[src/rtl/keyboard_ctrl.sv]
// keyboard_ctrl: PS/2 keyboard front end producing held-direction levels.
//
// The block synchronizes the PS/2 clock and data pins and filters the clock line.
// It deframes 11-bit device-to-host frames and decodes scan-code set 2 make/break
// sequences, including E0-prefixed arrow keys.
//
// Optional feature macro: KBD_PARITY_CHECK_EN
//   defined     - a frame is accepted only with stop=1 and odd parity.
//   not defined - the parity bit is ignored and only the stop bit is checked.
//
// Parameters:
//   FILTER_LEN     consecutive synchronized samples needed to accept a PS/2 clock change
//   TIMEOUT_CYCLES idle cycles between PS/2 clock falls, mid-frame, before the frame aborts
// Ports:
//   clk        system clock
//   reset      asynchronous reset, active low
//   ps2_clk    raw PS/2 clock pin (asynchronous)
//   ps2_data   raw PS/2 data pin (asynchronous)
//   ctrl_up    high while W or Up-arrow is held
//   ctrl_down  high while S or Down-arrow is held
//   ctrl_left  high while A or Left-arrow is held
//   ctrl_right high while D or Right-arrow is held
//   scan_code  last accepted data byte
//   scan_valid one-cycle pulse when scan_code updates
//   frame_err  one-cycle pulse when a frame is dropped
module keyboard_ctrl #(
    parameter int unsigned FILTER_LEN     = 4,
    parameter int unsigned TIMEOUT_CYCLES = 200000
) (
    input  logic       clk,
    input  logic       reset,
    input  logic       ps2_clk,
    input  logic       ps2_data,
    output logic       ctrl_up,
    output logic       ctrl_down,
    output logic       ctrl_left,
    output logic       ctrl_right,
    output logic [7:0] scan_code,
    output logic       scan_valid,
    output logic       frame_err
);

    localparam int unsigned FiltW    = $clog2(FILTER_LEN + 1);
    localparam int unsigned TimeoutW = $clog2(TIMEOUT_CYCLES + 1);

    typedef enum logic [1:0] {StIdle, StData, StParity, StStop} state_e;

    // ---------------------------------------------------------------- input conditioning
    logic [1:0] clk_sync_q;
    logic [1:0] data_sync_q;
    logic       clk_s;
    logic       data_s;

    always_ff @(posedge clk or negedge reset) begin
        if (!reset) begin
            clk_sync_q  <= 2'b11;
            data_sync_q <= 2'b11;
        end else begin
            clk_sync_q  <= {clk_sync_q[0], ps2_clk};
            data_sync_q <= {data_sync_q[0], ps2_data};
        end
    end

    assign clk_s  = clk_sync_q[1];
    assign data_s = data_sync_q[1];

    logic [FiltW-1:0] filt_cnt_q, filt_cnt_d;
    logic             filt_clk_q, filt_clk_d;
    logic             fall;

    // Count consecutive samples that disagree with the filtered level; any agreeing
    // sample restarts the count, so short glitches never reach the threshold.
    always_comb begin
        filt_cnt_d = '0;
        filt_clk_d = filt_clk_q;
        fall       = 1'b0;
        if (clk_s != filt_clk_q) begin
            if (filt_cnt_q == FiltW'(FILTER_LEN - 1)) begin
                filt_clk_d = clk_s;
                fall       = ~clk_s;
            end else begin
                filt_cnt_d = filt_cnt_q + 1'b1;
            end
        end
    end

    always_ff @(posedge clk or negedge reset) begin
        if (!reset) begin
            filt_cnt_q <= '0;
            filt_clk_q <= 1'b1;
        end else begin
            filt_cnt_q <= filt_cnt_d;
            filt_clk_q <= filt_clk_d;
        end
    end

    // ---------------------------------------------------------------- deframer
    state_e              state_q, state_d;
    logic [2:0]          bit_cnt_q, bit_cnt_d;
    logic [7:0]          shift_q, shift_d;
    logic [TimeoutW-1:0] to_cnt_q, to_cnt_d;
    logic                stop_ok;
    logic                accept;
    logic                err;

`ifdef KBD_PARITY_CHECK_EN
    logic par_q, par_d;
    assign stop_ok = data_s & (^{shift_q, par_q});
`else
    assign stop_ok = data_s;
`endif

    always_comb begin
        state_d   = state_q;
        bit_cnt_d = bit_cnt_q;
        shift_d   = shift_q;
`ifdef KBD_PARITY_CHECK_EN
        par_d     = par_q;
`endif
        accept    = 1'b0;
        err       = 1'b0;

        // Held at zero in idle, so it only measures gaps inside a frame.
        if (fall || state_q == StIdle) begin
            to_cnt_d = '0;
        end else begin
            to_cnt_d = to_cnt_q + 1'b1;
        end

        if (fall) begin
            case (state_q)
                StIdle: begin
                    if (!data_s) begin
                        state_d   = StData;
                        bit_cnt_d = '0;
                    end else begin
                        err = 1'b1;
                    end
                end
                StData: begin
                    shift_d = {data_s, shift_q[7:1]};
                    if (bit_cnt_q == 3'd7) begin
                        state_d = StParity;
                    end else begin
                        bit_cnt_d = bit_cnt_q + 1'b1;
                    end
                end
                StParity: begin
`ifdef KBD_PARITY_CHECK_EN
                    par_d   = data_s;
`endif
                    state_d = StStop;
                end
                StStop: begin
                    if (stop_ok) begin
                        accept = 1'b1;
                    end else begin
                        err = 1'b1;
                    end
                    state_d = StIdle;
                end
                default: state_d = StIdle;
            endcase
        end else if (state_q != StIdle && to_cnt_q == TimeoutW'(TIMEOUT_CYCLES)) begin
            state_d = StIdle;
            err     = 1'b1;
        end
    end

    always_ff @(posedge clk or negedge reset) begin
        if (!reset) begin
            state_q   <= StIdle;
            bit_cnt_q <= '0;
            shift_q   <= '0;
            to_cnt_q  <= '0;
`ifdef KBD_PARITY_CHECK_EN
            par_q     <= 1'b0;
`endif
        end else begin
            state_q   <= state_d;
            bit_cnt_q <= bit_cnt_d;
            shift_q   <= shift_d;
            to_cnt_q  <= to_cnt_d;
`ifdef KBD_PARITY_CHECK_EN
            par_q     <= par_d;
`endif
        end
    end

    // ---------------------------------------------------------------- decoder
    // Held bits are indexed {right, left, down, up}; letter keys and arrows are kept
    // apart so that releasing one source leaves the other holding the direction.
    logic [3:0] kbd_q, kbd_d;
    logic [3:0] arr_q, arr_d;
    logic       ext_q, ext_d;
    logic       brk_q, brk_d;
    logic [7:0] scan_code_q;
    logic       scan_valid_q;
    logic       frame_err_q;

    always_comb begin
        kbd_d = kbd_q;
        arr_d = arr_q;
        ext_d = ext_q;
        brk_d = brk_q;
        if (accept) begin
            if (shift_q == 8'hE0) begin
                ext_d = 1'b1;
            end else if (shift_q == 8'hF0) begin
                brk_d = 1'b1;
            end else begin
                if (!ext_q) begin
                    case (shift_q)
                        8'h1D:   kbd_d[0] = ~brk_q;
                        8'h1B:   kbd_d[1] = ~brk_q;
                        8'h1C:   kbd_d[2] = ~brk_q;
                        8'h23:   kbd_d[3] = ~brk_q;
                        default: ;
                    endcase
                end else begin
                    case (shift_q)
                        8'h75:   arr_d[0] = ~brk_q;
                        8'h72:   arr_d[1] = ~brk_q;
                        8'h6B:   arr_d[2] = ~brk_q;
                        8'h74:   arr_d[3] = ~brk_q;
                        default: ;
                    endcase
                end
                ext_d = 1'b0;
                brk_d = 1'b0;
            end
        end
    end

    always_ff @(posedge clk or negedge reset) begin
        if (!reset) begin
            kbd_q        <= '0;
            arr_q        <= '0;
            ext_q        <= 1'b0;
            brk_q        <= 1'b0;
            scan_code_q  <= '0;
            scan_valid_q <= 1'b0;
            frame_err_q  <= 1'b0;
        end else begin
            kbd_q        <= kbd_d;
            arr_q        <= arr_d;
            ext_q        <= ext_d;
            brk_q        <= brk_d;
            scan_valid_q <= accept;
            frame_err_q  <= err;
            if (accept) begin
                scan_code_q <= shift_q;
            end
        end
    end

    assign ctrl_up    = kbd_q[0] | arr_q[0];
    assign ctrl_down  = kbd_q[1] | arr_q[1];
    assign ctrl_left  = kbd_q[2] | arr_q[2];
    assign ctrl_right = kbd_q[3] | arr_q[3];
    assign scan_code  = scan_code_q;
    assign scan_valid = scan_valid_q;
    assign frame_err  = frame_err_q;

endmodule

[config.mk]
export PLATFORM = sky130hd
export DESIGN_NAME = keyboard_ctrl
export DESIGN_NICKNAME = d
export VERILOG_FILES = /design/src/rtl/keyboard_ctrl.sv
export SDC_FILE = /design/constraint.sdc
export NUM_CORES = 1
export LEC_CHECK = 0
export CORE_ASPECT_RATIO = 0.8
export CORE_MARGIN = 2
export CORE_UTILIZATION = 45
export DETAILED_ROUTE_END_ITERATION = 8
export PLACE_DENSITY = 0.63
export RECOVER_POWER = 25
export SKIP_CTS_REPAIR_TIMING = 1
export SYNTH_ARGS = -nofsm -noshare
export SYNTH_HDL_FRONTEND = slang
export SYNTH_SLANG_ARGS = --single-unit
[constraint.sdc]
create_clock -name clk -period 5.25 [get_ports clk]
set_input_delay 0.525 -clock clk [delete_from_list [all_inputs] [get_ports clk]]
set_output_delay 0.525 -clock clk [all_outputs]
set_load 0.005 [all_outputs]
==> flow_summary.json <==
{
  "cts_num_sinks": 59,
  "grt_overflow_total": 0,
  "tns_ns": 0,
  "crit_path_top_delay_cell": "clkbuf_1",
  "insertion_delay_ns": 0.34,
  "fin_crit_sh_pct": 57.9,
  "relSlewSlack_pct": -105,
  "rsz0062_at_grt": "no",
  "pwr-share-comb_pct": 5.0,
  "clk_pin_slew_ns": 0.06,
  "cap_viol_max_count": 1,
  "drtPass1Iterations": 5,
  "dieArea_um2": 6740,
  "vias": 1922,
  "endpoint": "bit_cnt_q[0]",
  "fin_skew_ns": 0.0114,
  "cp_top_family": "buffers and inverters",
  "grt_pass1_vias": 1822,
  "irDropWorstVdd_v": 0.000146,
  "placementRows": 25,
  "fill_cells": 551,
  "area_growth_pct": 14.2,
  "slowest_delay_ns": 2.16,
  "crit_fanout": 59,
  "swShare_pct": 23.0,
  "synthCells": 261,
  "grt_max_degree": 60,
  "power.leakage_uw": 0.00146,
  "path_cells": "buf_2 > clkbuf_1",
  "critical_path_class": "input pin to async pin",
  "rr_endpoint": "arr_q[3]",
  "r2r-start": "filt_cnt_q[0]",
  "root_buffer": "clkbuf_8",
  "fin_ws_ns": 2.21,
  "numPortBuffers": 17,
  "status": "finished with violations",
  "cts_max_level": 3,
  "track_usage_pct": 17.5,
  "wirelength_um": 5180,
  "avgViaCountPerCell": 5.22,
  "crit_path_end_kind": "async pin",
  "drtAntennaViolNets": 0,
  "r2r_setup_slack_ns": 3.00,
  "wl_per_cell_um": 14.1,
  "crit_cells": 2,
  "grt_first_pass_wirelength_um": 9030,
  "syn-cell-area_um2": 2740,
  "hpwlAfterDp_um": 3430,
  "layout-drive-gt1-share_pct": 7.67,
  "drc": 0,
  "ys_warn_count": 0,
  "start_util_pct": 46.4,
  "io_pins": 18,
  "pwr-share-clk_pct": 39.0,
  "core_um2": 5910,
  "cts_buffer_depth": 2,
  "setup_viol": 0,
  "period_needed_ns": 3.04,
  "cp.required_ns": 5.01,
  "n_antenna_cell": 0,
  "crit_start": "reset",
  "hp-class": "flip-flop to flip-flop",
  "seqPwrFrac_pct": 56.0,
  "syn_area_per_cell_um2": 10.5,
  "p_int_uw": 659,
  "arrival_ns": 2.80,
  "worst_pin_slew_ns": 3.08,
  "routabilityCongestion": 0.827,
  "power.density_nw_per_um2": 273,
  "max_freq_ghz": 0.329,
  "numCtsBuffers": 9,
  "ys_ff_latch": 59,
  "hold_viol": 0,
  "ys_seq_area_share_pct": 54.0,
  "tritoncts": "yes",
  "yosys.cell_types.count": 42,
  "synth_nets": 275,
  "violations": "capacitance limit, slew limit",
  "pre_cts_slack_ns": 3.00,
  "crit_path_start_kind": "input pin",
  "slew_viol_final": 60,
  "die_w_um": 91.3,
  "antenna_found_initial": 0,
  "die_h_um": 73.8,
  "drt_iter0_drc": 138,
  "nets": 296,
  "reg2regPathDepth": 7,
  "path_buf_inv": 2,
  "p_switching_uw": 197
}
==> synthesized netlist by cell type, drive strengths merged <==
library cell  instances  area [um^2]
ha                   10          125
o41ai                 1         8.76
or3                   4         25.0
and3                  2         12.5
o211ai                2         15.0
nor3                  4         20.0
and2                  3         18.8
buf                   6         30.0
nor2                 14         52.6
nor4                  2         12.5
and3b                 1         8.76
mux2                  8         90.1
nand4b                1         8.76
o21ai                11         55.1
or4                   2         15.0
nor4b                 1         8.76
nand3                 7         35.0
a21oi                 8         40.0
nand3b                2         15.0
a32o                  2         20.0
o31ai                 1         7.51
inv                  16         60.1
clkbuf                3         11.3
nor4bb                2         20.0
nor2b                 6         37.5
a22o                  1         8.76
mux2i                 9         90.1
and4                  2         17.5
xor2                  9         78.8
a32oi                 1         8.76
nor3b                 2         15.0
dfrtp                54         1350
or2                   2         12.5
or4b                  2         20.0
nand4                14         87.6
nand2                38          143
xnor2                 3         26.3
dfstp                 5          131
==> metal layers <==
layer	vias up	GRT usage (%)	wire [um]
li1	950	-	-
met1	936	25.8	2740
met2	31	23.5	2120
met3	5	6.36	258
met4	0	6.23	55
met5	-	0	0
==> worst min-delay path by stage <==
stage                         from              to  slack, ns  depth (start not counted)
floorplan                    reset        arr_q[0]       0.23                          0
global placement    data_sync_q[0]  data_sync_q[1]       0.35                          0
global route        data_sync_q[0]  data_sync_q[1]       0.36                          0
detailed placement   clk_sync_q[0]   clk_sync_q[1]       0.35                          0
CTS                          reset      shift_q[0]       0.36                          2
finish               clk_sync_q[0]   clk_sync_q[1]       0.35                          0
==> through the flow <==
step | power, uW | instances | hold WS, ns | cell area (um^2) | util, %
floorplan | 511 | 261 | 0.229 | 2740 | -
CTS | 871 | 368 | 0.356 | 3140 | 53.1
finish | 856 | 368 | 0.355 | 3130 | 53.0
global placement | 528 | 352 | 0.347 | 2980 | 50.5
global route | 903 | 368 | 0.361 | 3130 | 53.0
detailed placement | 531 | 352 | 0.347 | 2980 | 50.5
==> cell usage in the layout (no fill, tap or decap), types with 3 or more instances in the layout <==
| master | n |
|---|---|
| ha_1 | 10 |
| xor2_1 | 9 |
| nand4_1 | 14 |
| inv_1 | 15 |
| clkbuf_8 | 9 |
| or3_1 | 4 |
| mux2_1 | 7 |
| mux2i_1 | 9 |
| o21ai_1 | 4 |
| xnor2_1 | 3 |
| o21ai_0 | 7 |
| clkdlybuf4s50_1 | 14 |
| nand2_1 | 38 |
| clkbuf_1 | 5 |
| dfrtp_1 | 54 |
| dfstp_2 | 5 |
| clkinv_2 | 3 |
| nand3_1 | 7 |
| nor3_1 | 4 |
| nor2_1 | 14 |
| a21oi_1 | 8 |
| nor2b_1 | 6 |
| and2_1 | 3 |
==> cell families after synthesis <==
group                    after synthesis  share of synthesized area [%]
buffers and inverters                 25                           3.69
AND/OR/NAND/NOR                      111                           21.3
XOR/XNOR                              12                           3.83
multiplexers                          17                           6.57
AO/OA/AOI/OAI                         27                           5.97
adder cells (fa/ha/maj)               10                           4.56
flip-flops                            59                           54.0
==> power by group through the flow <==
stage	registers, uW	clock network [uW]	logic (uW)
CTS	479	346	45.2
global placement	486	0	42.2
finish	479	334	42.7
floorplan	485	0	26.0
global route	481	373	49.8
detailed placement	487	0	44.0
==> flip-flops by register name (all words and copies together) (netlist names) <==
signal and count:
to_cnt_q 18, kbd_q 4, filt_cnt_q 3, filt_clk_q 1, state_q 2, frame_err 1, clk_sync_q 2, scan_valid 1
arr_q 4, bit_cnt_q 3, ext_q 1, brk_q 1, data_sync_q 2, shift_q 8, scan_code 8
==> area by class of cell <==
cell class	instances	area (um^2)	area share [%]
repair buffers	19	176	5.63
clock inverters	3	15.0	0.479
clock buffers	13	139	4.43
well taps	81	101	3.23
inverters	16	60.1	1.92
multi-input cells	177	1160	37.0
flip-flops and latches	59	1480	47.3
No activity file was read; power rests on OpenSTA's default activity.
